[src/rtl/adder_bist.sv]
// adder_bist: on-chip self-test engine for a WIDTH-bit ripple adder.
// Sweeps every operand combination into the adder and waits SETTLE cycles
// after each one. It then compares {Cout,Sum} with a reference sum and reports
// pass/fail, a saturating error count and the first failing vector.
//
// Build option: define ADDER_BIST_CIN_EN to include carry-in in the sweep
// ({A,B,Cin} = vector index). Without it, Cin is tied to 0 and only {A,B} is
// swept.

module adder_bist #(
    parameter int WIDTH  = 4,
    parameter int SETTLE = 1
) (
    input  logic               clk,
    input  logic               rst,
    input  logic               start,
    output logic [WIDTH-1:0]   A,
    output logic [WIDTH-1:0]   B,
    output logic               Cin,
    input  logic [WIDTH-1:0]   Sum,
    input  logic               Cout,
    output logic               busy,
    output logic               done,
    output logic               pass,
    output logic [15:0]        err_count,
    output logic [2*WIDTH:0]   fail_vec
);

`ifdef ADDER_BIST_CIN_EN
    localparam int vec_w = 2 * WIDTH + 1;
`else
    localparam int vec_w = 2 * WIDTH;
`endif

    localparam logic [vec_w-1:0] vec_last = '1;
    localparam logic [vec_w-1:0] vec_one  = 1;

    // Settle counter counts SETTLE-1 down to 0; keep at least one bit.
    localparam int cnt_w = (SETTLE > 1) ? $clog2(SETTLE) : 1;
    localparam logic [cnt_w-1:0] cnt_load = (SETTLE > 0) ? cnt_w'(SETTLE - 1) : '0;
    localparam logic [cnt_w-1:0] cnt_one  = 1;

    localparam logic [15:0] err_max = 16'hFFFF;

    localparam logic [1:0] st_idle   = 2'd0;
    localparam logic [1:0] st_settle = 2'd1;
    localparam logic [1:0] st_check  = 2'd2;
    localparam logic [1:0] st_done   = 2'd3;

    // With no settle time a freshly driven vector is checked on the next cycle.
    localparam logic [1:0] st_after_drive = (SETTLE == 0) ? st_check : st_settle;

    logic [1:0]         state_q, state_d;
    logic [vec_w-1:0]   vec_q, vec_d;
    logic [cnt_w-1:0]   cnt_q, cnt_d;
    logic [15:0]        err_q, err_d;
    logic [2*WIDTH:0]   fvec_q, fvec_d;
    logic               seen_q, seen_d;
    logic               pass_q, pass_d;

    logic [2*WIDTH:0]   cur_vec;
    logic [WIDTH:0]     expected;
    logic               mismatch;

    // Operand outputs are slices of the vector register, so they are glitch-free
    // and hold steady for the whole settle/check window of each vector.
`ifdef ADDER_BIST_CIN_EN
    always_comb begin
        A   = vec_q[2*WIDTH:WIDTH+1];
        B   = vec_q[WIDTH:1];
        Cin = vec_q[0];
    end
`else
    always_comb begin
        A   = vec_q[2*WIDTH-1:WIDTH];
        B   = vec_q[WIDTH-1:0];
        Cin = 1'b0;
    end
`endif

    // Reference sum at WIDTH+1 bits and comparison against the adder response.
    always_comb begin
        cur_vec  = {A, B, Cin};
        expected = {1'b0, A} + {1'b0, B} + {{WIDTH{1'b0}}, Cin};
        mismatch = (expected != {Cout, Sum});
    end

    // Sweep control and result bookkeeping.
    always_comb begin
        state_d = state_q;
        vec_d   = vec_q;
        cnt_d   = cnt_q;
        err_d   = err_q;
        fvec_d  = fvec_q;
        seen_d  = seen_q;
        pass_d  = pass_q;

        case (state_q)
            st_idle: begin
                if (start) begin
                    vec_d   = '0;
                    err_d   = '0;
                    fvec_d  = '0;
                    seen_d  = 1'b0;
                    pass_d  = 1'b0;
                    cnt_d   = cnt_load;
                    state_d = st_after_drive;
                end
            end

            st_settle: begin
                if (cnt_q == '0) begin
                    state_d = st_check;
                end else begin
                    cnt_d = cnt_q - cnt_one;
                end
            end

            st_check: begin
                if (mismatch) begin
                    if (err_q != err_max) begin
                        err_d = err_q + 16'd1;
                    end
                    if (!seen_q) begin
                        fvec_d = cur_vec;
                        seen_d = 1'b1;
                    end
                end
                if (vec_q == vec_last) begin
                    // Verdict includes this final check, so it is valid in DONE.
                    pass_d  = (err_d == '0);
                    vec_d   = '0;
                    state_d = st_done;
                end else begin
                    vec_d   = vec_q + vec_one;
                    cnt_d   = cnt_load;
                    state_d = st_after_drive;
                end
            end

            st_done: begin
                state_d = st_idle;
            end

            default: begin
                state_d = st_idle;
            end
        endcase
    end

    // State registers with asynchronous active-high reset.
    always_ff @(posedge clk or posedge rst) begin
        if (rst) begin
            state_q <= st_idle;
            vec_q   <= '0;
            cnt_q   <= '0;
            err_q   <= '0;
            fvec_q  <= '0;
            seen_q  <= 1'b0;
            pass_q  <= 1'b0;
        end else begin
            state_q <= state_d;
            vec_q   <= vec_d;
            cnt_q   <= cnt_d;
            err_q   <= err_d;
            fvec_q  <= fvec_d;
            seen_q  <= seen_d;
            pass_q  <= pass_d;
        end
    end

    // Status outputs decoded from registered state.
    always_comb begin
        busy      = (state_q == st_settle) || (state_q == st_check);
        done      = (state_q == st_done);
        pass      = pass_q;
        err_count = err_q;
        fail_vec  = fvec_q;
    end

endmodule

[config.mk]
export PLATFORM = sky130hd
export DESIGN_NAME = adder_bist
export DESIGN_NICKNAME = d
export VERILOG_FILES = /design/src/rtl/adder_bist.sv
export SDC_FILE = /design/constraint.sdc
export NUM_CORES = 1
export LEC_CHECK = 0
export CAP_MARGIN = 0
export CORE_MARGIN = 2
export CORE_UTILIZATION = 30
export DETAILED_ROUTE_END_ITERATION = 8
export GPL_ROUTABILITY_DRIVEN = 1
export SYNTH_ARGS = -nofsm -noshare
export SYNTH_HDL_FRONTEND = slang
export SYNTH_SLANG_ARGS = --single-unit
[constraint.sdc]
create_clock -name clk -period 8.05 [get_ports clk]
set_clock_uncertainty 0.2 [all_clocks]
set_input_delay 1.2075 -clock clk [delete_from_list [all_inputs] [get_ports clk]]
set_output_delay 1.2075 -clock clk [all_outputs]
set_load 0.03 [all_outputs]
==> out/qor_table.md, run 1 <==
| Item | Reported |
|---|---|
| Result of the run | completed |
| Final Hold Fails | 0 |
| Setup CP Type | in -> reg |
| Fraction of registers with async set/reset | 1.00 |
| Power density relative to cell area | 173 nW/um2 |
| Post-place instance area | 3020 um2 |
| CP endpoint kind | register |
| Number of global-route vias before repair | 2,283 |
| Final setup TNS | 0 ns |
| Post-synthesis to final-layout area growth | 22.4% |
| FP Rows | 33 |
| Arrival @ worst endpoint | 3.70 ns |
| Via/cell ratio | 5.28 |
| Data required time at the worst endpoint | 8.04 ns |
| CP max stage delay | 0.52 ns |
| Iteration count of the initial detailed-routing pass | 4 |
| Total of endpoints with negative setup slack in the final report | 0 |
| Critical-path cell with the highest stage delay | or4_1 |
| Layout Nets | 347 |
| Post-CTS clock slew at the launch and capture registers of the worst setup and hold paths | 0.08 ns |
| Count of final max-slew check failures | 0 |
| Global Route Usage Sum | 0.156 |
| Worst path buffer plus inverter count | 1 |
| Actual slew at the worst max-slew pin | 0.793 ns |
| Critical-path maximum fanout | 11 |
| Buffers inserted by post-CTS timing repair | 0 |
| Fraction of the cycle the final worst path needs | 0.461 |
| Final routed wire length divided by cell count | 15.3 um |
| Netlist cell types | 56 |
| Sequential element share of the synthesized area | 0.353 |
| I/O pin count | 45 |
| Number of vias after detailed routing | 2,292 |
| Initial Util | 0.310 |
| Number of sinks on the clock net | 36 |
| Cell Area, Synth | 2550 um2 |
| Area fraction of the dominant cell type after synthesis | 0.353 |
| Pre-CTS setup slack | 4.04 ns |
| CTS Root Buffer Type | clkbuf_8 |
| Residual overflow from global routing | 0 |
| Final setup margin | 4.34 ns |
| Crit path max-delay family | simple AND/OR/NAND/NOR gates |
| Startpoint type of the worst setup path | primary input |
| Cell chain of the critical path | clkdlybuf4s50_1 > xnor3_1 > nand3_1 > nor3b_4 > a21boi_4 > a211oi_1 > a41oi_1 > or4_1 > o41ai_2 |
| Antenna violation net count after detailed routing | 0 |
| Mean cell area of the mapped netlist | 8.74 um2 |
| Port bufs | 42 |
| Post-synthesis register bit count | 36 |
| Worst Hold Class | reg -> reg |
| Initial drt markers | 85 |
| Post-cts sizing count | 0 |
| Maximum resistive drop on vdd | 58.1 uV |
| Number of antenna violations at the first check in global routing | 0 |
| Clk buf depth | 2 |
| Number of synthesized flops with an enable pin | 0 |
| Die footprint | 9260 um2 |
| Share of layout cells above drive strength 1 | 0.0821 |
| H-tree depth | 2 |
| Clk Latency, worst-skew pair | 0.29 ns |
| Top achievable clock speed | 0.270 GHz |
| Post-synthesis cell count | 292 |
| Number of buffers inserted during clock tree synthesis | 5 |
| Final weighted congestion in routability-driven placement | 0.879 |
| CTS hold repair buffers | 0 |
| Die Span Y | 96.2 um |
| Core ar. | 8220 um2 |
| Clock tree from TritonCTS | done |
| HPWL after detailed placement | 4780 um |
| Global-route wire length before repair | 11,300 um |
| Leading post-synthesis cells by cell area | dfrtp_1, nand2_1, o21ai_0, ha_1, a21oi_1 |
| Maximum number of pins on one net before global-route repair | 37 |
| Total detailed-routing wirelength | 6650 um |
| Cell type with the largest total area after synthesis | dfrtp_1 |
| Setup repair after global routing missed its margin | no |
| DRC violations left | 0 |
| Width of the die | 96.2 um |
| Most frequently used flop master after synthesis | dfrtp_1 |
| MaxCap Viol Count | 0 |
| Total of warnings raised by yosys | 0 |
| Post-route core utilization | 0.380 |
| Time the final worst path needs with I/O delays and setup | 3.71 ns |
| Leakage power figure | 1.27 nW |
| Diode insertion count for antenna repair | 0 |
| Slew HR | 0.471 |
| Final non-filler cell area | 3120 um2 |
## metal layers
metal  part of all wire  wire length [um]  GRT usage  up-vias
li1                   -                 -          -     1134
met2               0.46              3080      0.251       61
met5                  0                 0          0        -
met3              0.054               361     0.0321        8
met4             0.0087                58     0.0417        0
met1               0.47              3160      0.214     1089
## logic make-up (layout without fill, tap and decap cells)
family / Yosys count / count (layout) / share of synthesized area
multiplexers: 9 / 9 / 0.0363
AND/OR/NAND/NOR: 118 / 118 / 0.250
adder cells (fa/ha/maj): 11 / 11 / 0.0569
buffers and inverters: 26 / 62 / 0.0593
other: 1 / 2 / 0.00147
XOR/XNOR: 7 / 7 / 0.0324
AO/OA/AOI/OAI: 84 / 84 / 0.211
flip-flops: 36 / 36 / 0.353
## worst paths after layout
check | cells after the start | start | to | slack, ns
worst max-delay path | 9 | Sum[2] | pass | 4.34
worst min-delay path | 1 | fail_vec[7] | fail_vec[7] | 0.31
worst max register to register | 10 | vec_q[4] | pass | 4.41
worst min register to register | 1 | fail_vec[7] | fail_vec[7] | 0.31
max in group asynchronous | 3 | rst | seen_q | 6.19
min in group asynchronous | 3 | rst | err_count[8] | 1.13
## flip-flops by register name, indices dropped and copies added, names as in the netlist
| name | cells |
|---|---|
| seen_q | 1 |
| fail_vec | 8 |
| vec_q | 8 |
| state_q | 2 |
| pass | 1 |
| err_count | 16 |
## where the power goes
| group | internal (mW) | switching [mW] |
|---|---|---|
| Clock | 0.0920 | 0.0686 |
| Combinational | 0.0657 | 0.0815 |
| Sequential | 0.195 | 0.0385 |
| Total | 0.353 | 0.189 |
## final cells by class
class / instances / area [um2]
inverters: 9 / 33.8
flip-flops and latches: 36 / 901
clock inverters: 2 / 35.0
clock buffers: 6 / 72.6
fillers: 835 / 5090
multi-input cells: 231 / 1510
well taps: 105 / 131
repair buffers: 45 / 443
## layout by cell type (no fill, tap or decap), types with 3 or more instances in the layout
master,n
a21oi_1,14
a22o_1,3
a22oi_1,8
a31oi_1,5
a41oi_1,3
and3_1,5
buf_4,3
clkbuf_8,5
clkdlybuf4s50_1,42
dfrtp_1,36
ha_1,10
inv_1,9
mux2i_1,7
nand2_1,45
nand2b_1,3
nand3_1,13
nand4_1,8
nor2_1,17
nor3_1,8
o21ai_0,28
o21ai_1,6
o31ai_1,3
xnor2_1,4
## metrics by stage
step | cells | hold slack [ns] | power (mW)
floorplan | 293 | 0.291 | 0.344
global placement | 426 | 0.294 | 0.384
detailed placement | 426 | 0.281 | 0.385
CTS | 434 | 0.314 | 0.548
global route | 434 | 0.355 | 0.575
finish | 434 | 0.314 | 0.541
## synth_stat cells (2+ instances only)
master     n
a21oi_1   14
nor3_2     2
and2_1     2
o21ai_0   28
a21o_1     2
dfrtp_1   36
o21ai_1    7
and3_1     5
nand2b_1   3
nand3_1   13
or3_1      2
ha_1      10
inv_1      9
o31ai_1    3
nand2_1   45
a22o_1     3
a211oi_1   2
nand3_4    2
or4_1      2
a31oi_1    5
buf_4      6
nand4_1    8
clkbuf_1   8
a41oi_1    3
xnor2_1    4
buf_6      2
nor3_1     8
mux2i_1    7
nor2_1    17
a22oi_1    8
(Power assumes the default switching activity.)
==> run 2: changes to the inputs <==
- clock period: 8.05 -> 3.2 ns (I/O delays scaled with it)
==> out/qor_table.md, run 2 (synthesized netlist as in run 1, its figures left out) <==
| Item | Reported | Change |
|---|---|---|
| Number of sinks on the clock net | 36 | unchanged |
| Post-route core utilization | 0.407 | was 0.380 |
| Leakage power figure | 1.39 nW | was 1.27 nW |
| Total of endpoints with negative setup slack in the final report | 0 | unchanged |
| CP endpoint kind | register | unchanged |
| Residual overflow from global routing | 0 | unchanged |
| Post-place instance area | 3210 um2 | was 3020 um2 |
| Actual slew at the worst max-slew pin | 0.602 ns | was 0.793 ns |
| Top achievable clock speed | 0.319 GHz |  |
| Final Hold Fails | 0 | unchanged |
| Filler cells | 808 | was 835 |
| DRC violations left | 0 | unchanged |
| Clk buf depth | 2 | unchanged |
| Number of global-route vias before repair | 2,409 | was 2,283 |
| Reg-to-reg setup timing slack | 0.06 ns | was 4.41 ns |
| Die footprint | 9260 um2 | unchanged |
| Post-route total power | 1.43 mW | was 0.541 mW |
| Count of final max-slew check failures | 0 | unchanged |
| Via/cell ratio | 5.25 | was 5.28 |
| Port bufs | 42 | unchanged |
| Global Route Usage Sum | 0.166 | was 0.156 |
| Number of vias after detailed routing | 2,389 | was 2,292 |
| Width of the die | 96.2 um | unchanged |
| Fraction of the cycle the final worst path needs | 0.980 |  |
| Share of layout cells above drive strength 1 | 0.174 | was 0.0821 |
| Result of the run | completed | unchanged |
| Setup repair after global routing missed its margin | yes | was no |
| Antenna violation net count after detailed routing | 0 | unchanged |
| H-tree depth | 2 | unchanged |
| Core ar. | 8220 um2 | unchanged |
| FP Rows | 33 | unchanged |
| Power density relative to cell area | 426 nW/um2 | was 173 nW/um2 |
| Maximum resistive drop on vdd | 228 uV | was 58.1 uV |
| Commonest non-fill, non-tap cells in the layout | nand2_1, clkdlybuf4s50_1, dfrtp_1 | unchanged |
| Final non-filler cell area | 3350 um2 | was 3120 um2 |
| Iteration count of the initial detailed-routing pass | 4 | unchanged |
| I/O pin count | 45 | unchanged |
| Diode insertion count for antenna repair | 0 | unchanged |
| Most common library cell in the layout ignoring fill and taps | nand2_1 | unchanged |
| Time the final worst path needs with I/O delays and setup | 3.14 ns |  |
| Critical-path maximum fanout | 7 | was 11 |
| Post-CTS clock slew at the launch and capture registers of the worst setup and hold paths | 0.08 ns | about the same |
| Initial Util | 0.310 | unchanged |
| Final routed wire length divided by cell count | 15.3 um | about the same |
| Final setup margin | 0.0640 ns | was 4.34 ns |
| Final setup TNS | 0 ns | unchanged |
| R2R Path End | pass | unchanged |
| Launch point of the worst hold path | fail_vec[5] | was fail_vec[7] |
| Number of buffers inserted during clock tree synthesis | 5 | unchanged |
| Slew HR | 0.599 | was 0.471 |
| Die Span Y | 96.2 um | unchanged |
| CTS hold repair buffers | 0 | unchanged |
| Global-route wire length before repair | 12,000 um | was 11,300 um |
| HPWL after detailed placement | 5080 um | was 4780 um |
| Endpoint with the worst hold slack | fail_vec[5] | was fail_vec[7] |
| Number of antenna violations at the first check in global routing | 0 | unchanged |
| Startpoint type of the worst setup path | register | was primary input |
| Data required time at the worst endpoint | 3.18 ns | was 8.04 ns |
| MaxCap Viol Count | 0 | unchanged |
| Number of flip-flops in the largest register | 16 | unchanged |
| Buffers inserted by post-CTS timing repair | 0 | unchanged |
| Worst Hold Class | reg -> reg | unchanged |
| Clock tree from TritonCTS | done | unchanged |
| Clk Latency, worst-skew pair | 0.30 ns | was 0.29 ns |
| Maximum number of pins on one net before global-route repair | 37 | unchanged |
| Initial drt markers | 128 | was 85 |
| Worst Reg2Reg Path Length in Cells | 10 | unchanged |
| Setup CP Type | reg -> reg | was in -> reg |
| Final weighted congestion in routability-driven placement | 0.896 | was 0.879 |
| CTS Root Buffer Type | clkbuf_8 | unchanged |
| Arrival @ worst endpoint | 3.12 ns | was 3.70 ns |
| Layout Nets | 368 | was 347 |
| Total detailed-routing wirelength | 6950 um | was 6650 um |
| Post-synthesis to final-layout area growth | 31.1% | was 22.4% |
| Hold-critical path depth | 2 | was 1 |
| Reg-to-Reg Start | vec_q[0] | was vec_q[4] |
| Pre-CTS setup slack | 0.00933 ns | was 4.04 ns |
run 2: changes by cell type in the layout (fill, tap and decap cells not counted), moves of 2 or more:
cell	before	now
dfrtp_1	36	34
dfrtp_2	0	2
nor3_2	2	4
nor3_1	8	6
buf_4	3	24
run 2: worst max-delay path by stage:
stage / end / startpoint / cells after the start / slack, ns
2_1_floorplan: pass / vec_q[0] / 10 / 0.09
3_3_place_gp: pass / Sum[2] / 9 / 0.1
3_5_place_dp: pass / Sum[2] / 9 / 0.009
4_1_cts: pass / vec_q[0] / 10 / 0.001
5_1_grt: pass / vec_q[0] / 10 / -0.11
6_report: pass / vec_q[0] / 10 / 0.06
run 2: area by class of cell:
| type | count | area, um2 | share of cell area |
|---|---|---|---|
| Multi-Input combinational cell | 231 | 1570 | 0.469 |
| Clock buffer | 6 | 72.6 | 0.0217 |
| Tap cell | 105 | 131 | 0.0393 |
| Clock inverter | 2 | 35.0 | 0.0105 |
| Inverter | 9 | 33.8 | 0.0101 |
| Sequential cell | 36 | 903 | 0.270 |
| Timing Repair Buffer | 66 | 601 | 0.180 |
run 2: where the power goes:
group	switching [mW]	internal, mW	total [mW]
sequential	0.0589	0.491	0.550
clock	0.179	0.232	0.411
combinational	0.263	0.203	0.466
run 2: metal layers:
layer / vias to the layer above / global-route usage / wire (um)
li1: 1178 / - / -
met1: 1130 / 0.222 / 3200
met2: 70 / 0.275 / 3300
met3: 11 / 0.0274 / 339
met4: 0 / 0.0476 / 115
met5: - / 0 / 0
run 2: stage by stage:
| step | hold WS [ns] | cells |
|---|---|---|
| floorplan | 0.291 | 293 |
| global placement | 0.294 | 447 |
| detailed placement | 0.303 | 447 |
| CTS | 0.328 | 455 |
| global route | 0.354 | 455 |
| finish | 0.320 | 455 |
run 2: worst max-delay path, stage by stage, from the launching register on:
cell     delay (ns)
dfrtp_2        0.43
ha_4           0.16
fa_1           0.51
xnor2_2        0.12
nand3_2        0.11
nor3b_4        0.32
nand2_4        0.13
a41oi_2        0.21
a21oi_1        0.08
or4_4          0.53
o41ai_2        0.23
run 2: repair_timing:
action                                  4_1_cts  5_1_grt
gates resized for setup                       3        3
endpoints found under the setup margin        1        1
pin swaps                                     0        2
==> run 3: changes to the inputs <==
- CORE_UTILIZATION: 30 -> 48
- PLACE_DENSITY: unset -> 0.77
==> out/qor_table.md, run 3 (synthesized netlist as in run 1, its figures left out) <==
| Item | Reported | Change |
|---|---|---|
| Result of the run | completed | unchanged |
| Width of the die | 76.9 um | was 96.2 um |
| Via/cell ratio | 5.95 | was 5.25 |
| Leakage power figure | 1.38 nW | was 1.39 nW |
| I/O pin count | 45 | unchanged |
| Global-route wire length before repair | 11,200 um | was 12,000 um |
| Fraction of the cycle the final worst path needs | 0.974 | was 0.980 |
| Power density relative to cell area | 404 nW/um2 | was 426 nW/um2 |
| Total detailed-routing wirelength | 6710 um | was 6950 um |
| Number of sinks on the clock net | 36 | unchanged |
| Hold_ws | 0.319 ns | was 0.320 ns |
| Actual slew at the worst max-slew pin | 0.868 ns | was 0.602 ns |
| H-tree depth | 2 | unchanged |
| Placed instance count | 410 | was 447 |
| Maximum number of pins on one net before global-route repair | 23 | was 37 |
| Number of global-route vias before repair | 2,380 | was 2,409 |
| Final setup TNS | 0 ns | unchanged |
| Count of final max-slew check failures | 0 | unchanged |
| Most common library cell in the layout ignoring fill and taps | nand2_1 | unchanged |
| HPWL after detailed placement | 4910 um | was 5080 um |
| Data required time at the worst endpoint | 3.20 ns | was 3.18 ns |
| Number of vias after detailed routing | 2,499 | was 2,389 |
| Residual overflow from global routing | 0 | unchanged |
| Number of flip-flops in the largest register | 16 | unchanged |
| Worst Hold Class | reg -> reg | unchanged |
| Arrival @ worst endpoint | 3.12 ns | about the same |
| Post-route total power | 1.32 mW | was 1.43 mW |
| Clk Latency, worst-skew pair | 0.30 ns | about the same |
| Commonest non-fill, non-tap cells in the layout | nand2_1, clkdlybuf4s50_1, dfrtp_1 | unchanged |
| Post-synthesis to final-layout area growth | 28.4% | was 31.1% |
| Critical-path maximum fanout | 6 | was 7 |
| Time the final worst path needs with I/O delays and setup | 3.12 ns | was 3.14 ns |
| Die footprint | 5910 um2 | was 9260 um2 |
| Maximum resistive drop on vdd | 265 uV | was 228 uV |
| Antenna violation net count after detailed routing | 0 | unchanged |
| Number of antenna violations at the first check in global routing | 0 | unchanged |
| Initial Util | 0.500 | was 0.310 |
| Number of standard cells in the final layout excluding fillers | 420 | was 455 |
| Number of buffers inserted during clock tree synthesis | 5 | unchanged |
| Die Span Y | 76.9 um | was 96.2 um |
| CTS Root Buffer Type | clkbuf_8 | unchanged |
| Global Route Usage Sum | 0.234 | was 0.166 |
| Iteration count of the initial detailed-routing pass | 5 | was 4 |
| Initial drt markers | 228 | was 128 |
| Startpoint type of the worst setup path | register | unchanged |
| CTS hold repair buffers | 0 | unchanged |
| Port bufs | 42 | unchanged |
| Final weighted congestion in routability-driven placement | 0.944 | was 0.896 |
| DRC violations left | 0 | unchanged |
| Final Hold Fails | 0 | unchanged |
| Core ar. | 5110 um2 | was 8220 um2 |
| Post-CTS clock slew at the launch and capture registers of the worst setup and hold paths | 0.08 ns | about the same |
| Final routed wire length divided by cell count | 16.0 um | was 15.3 um |
| CP endpoint kind | register | unchanged |
| Setup CP Type | reg -> reg | unchanged |
| FP Rows | 26 | was 33 |
| MaxCap Viol Count | 0 | unchanged |
| Clk buf depth | 2 | unchanged |
| Layout Nets | 368 | unchanged |
| Clock tree from TritonCTS | done | unchanged |
| Share of layout cells above drive strength 1 | 0.174 | unchanged |
| Total of endpoints with negative setup slack in the final report | 0 | unchanged |
| Top achievable clock speed | 0.321 GHz | was 0.319 GHz |
| Setup repair after global routing missed its margin | yes | unchanged |
| Diode insertion count for antenna repair | 0 | unchanged |
| Post-route core utilization | 0.641 | was 0.407 |
| Slew HR | 0.420 | was 0.599 |
run 3: changes by cell type in the layout (fill, tap and decap cells not counted), sizes merged:
| cell | change |
|---|---|
| clkbuf | -1 |
| clkinv | +2 |
| bufinv | -1 |
run 3: per-stage QoR:
step	instance area (um2)	setup WS (ns)
after CTS	3240	0.0445
final	3280	0.0822
after global routing	3280	-0.0746
after detailed placement	3150	0.0661
after floorplan	2590	0.0888
after global placement	3150	0.125
run 3: per-layer routing:
metal	GRT usage	vias to the layer above	share of wire
met5	0	-	0
met4	0.0873	0	0.017
met3	0.0506	15	0.075
met2	0.409	124	0.50
met1	0.280	1179	0.41
li1	-	1181	-
run 3: worst paths after layout:
path | slack (ns) | end | depth (start not counted) | startpoint
max in group asynchronous | 1.66 | err_count[11] | 3 | rst
worst min register to register | 0.32 | fail_vec[5] | 2 | fail_vec[5]
worst min-delay path | 0.32 | fail_vec[5] | 2 | fail_vec[5]
min in group asynchronous | 0.47 | err_count[8] | 2 | rst
worst max register to register | 0.08 | pass | 10 | vec_q[0]
worst max-delay path | 0.08 | pass | 10 | vec_q[0]
run 3: area by class of cell:
| type | instances | area [um2] |
|---|---|---|
| Fill cell | 444 | 1830 |
| Inverter | 9 | 33.8 |
| Timing Repair Buffer | 66 | 601 |
| Clock inverter | 3 | 18.8 |
| Clock buffer | 5 | 68.8 |
| Sequential cell | 36 | 903 |
| Tap cell | 70 | 87.6 |
| Multi-Input combinational cell | 231 | 1560 |
run 3: timing repair:
action	CTS	global route
buffers inserted	0	2
gates resized for setup	0	6
setup endpoints to repair	0	1
run 3: critical path, cell delays in order, from the launching register on:
cell and delay (ns):
dfrtp_2 0.43, ha_4 0.16, fa_1 0.44, xnor2_1 0.21
nand3_2 0.12, nor3b_4 0.31, a21boi_4 0.14, a211oi_2 0.23
a41oi_1 0.06, or4_4 0.51, o41ai_2 0.20
run 3: where the power goes:
part	switching [mW]	internal, mW
Sequential	0.0823	0.490
Clock	0.182	0.152
Combinational	0.230	0.186
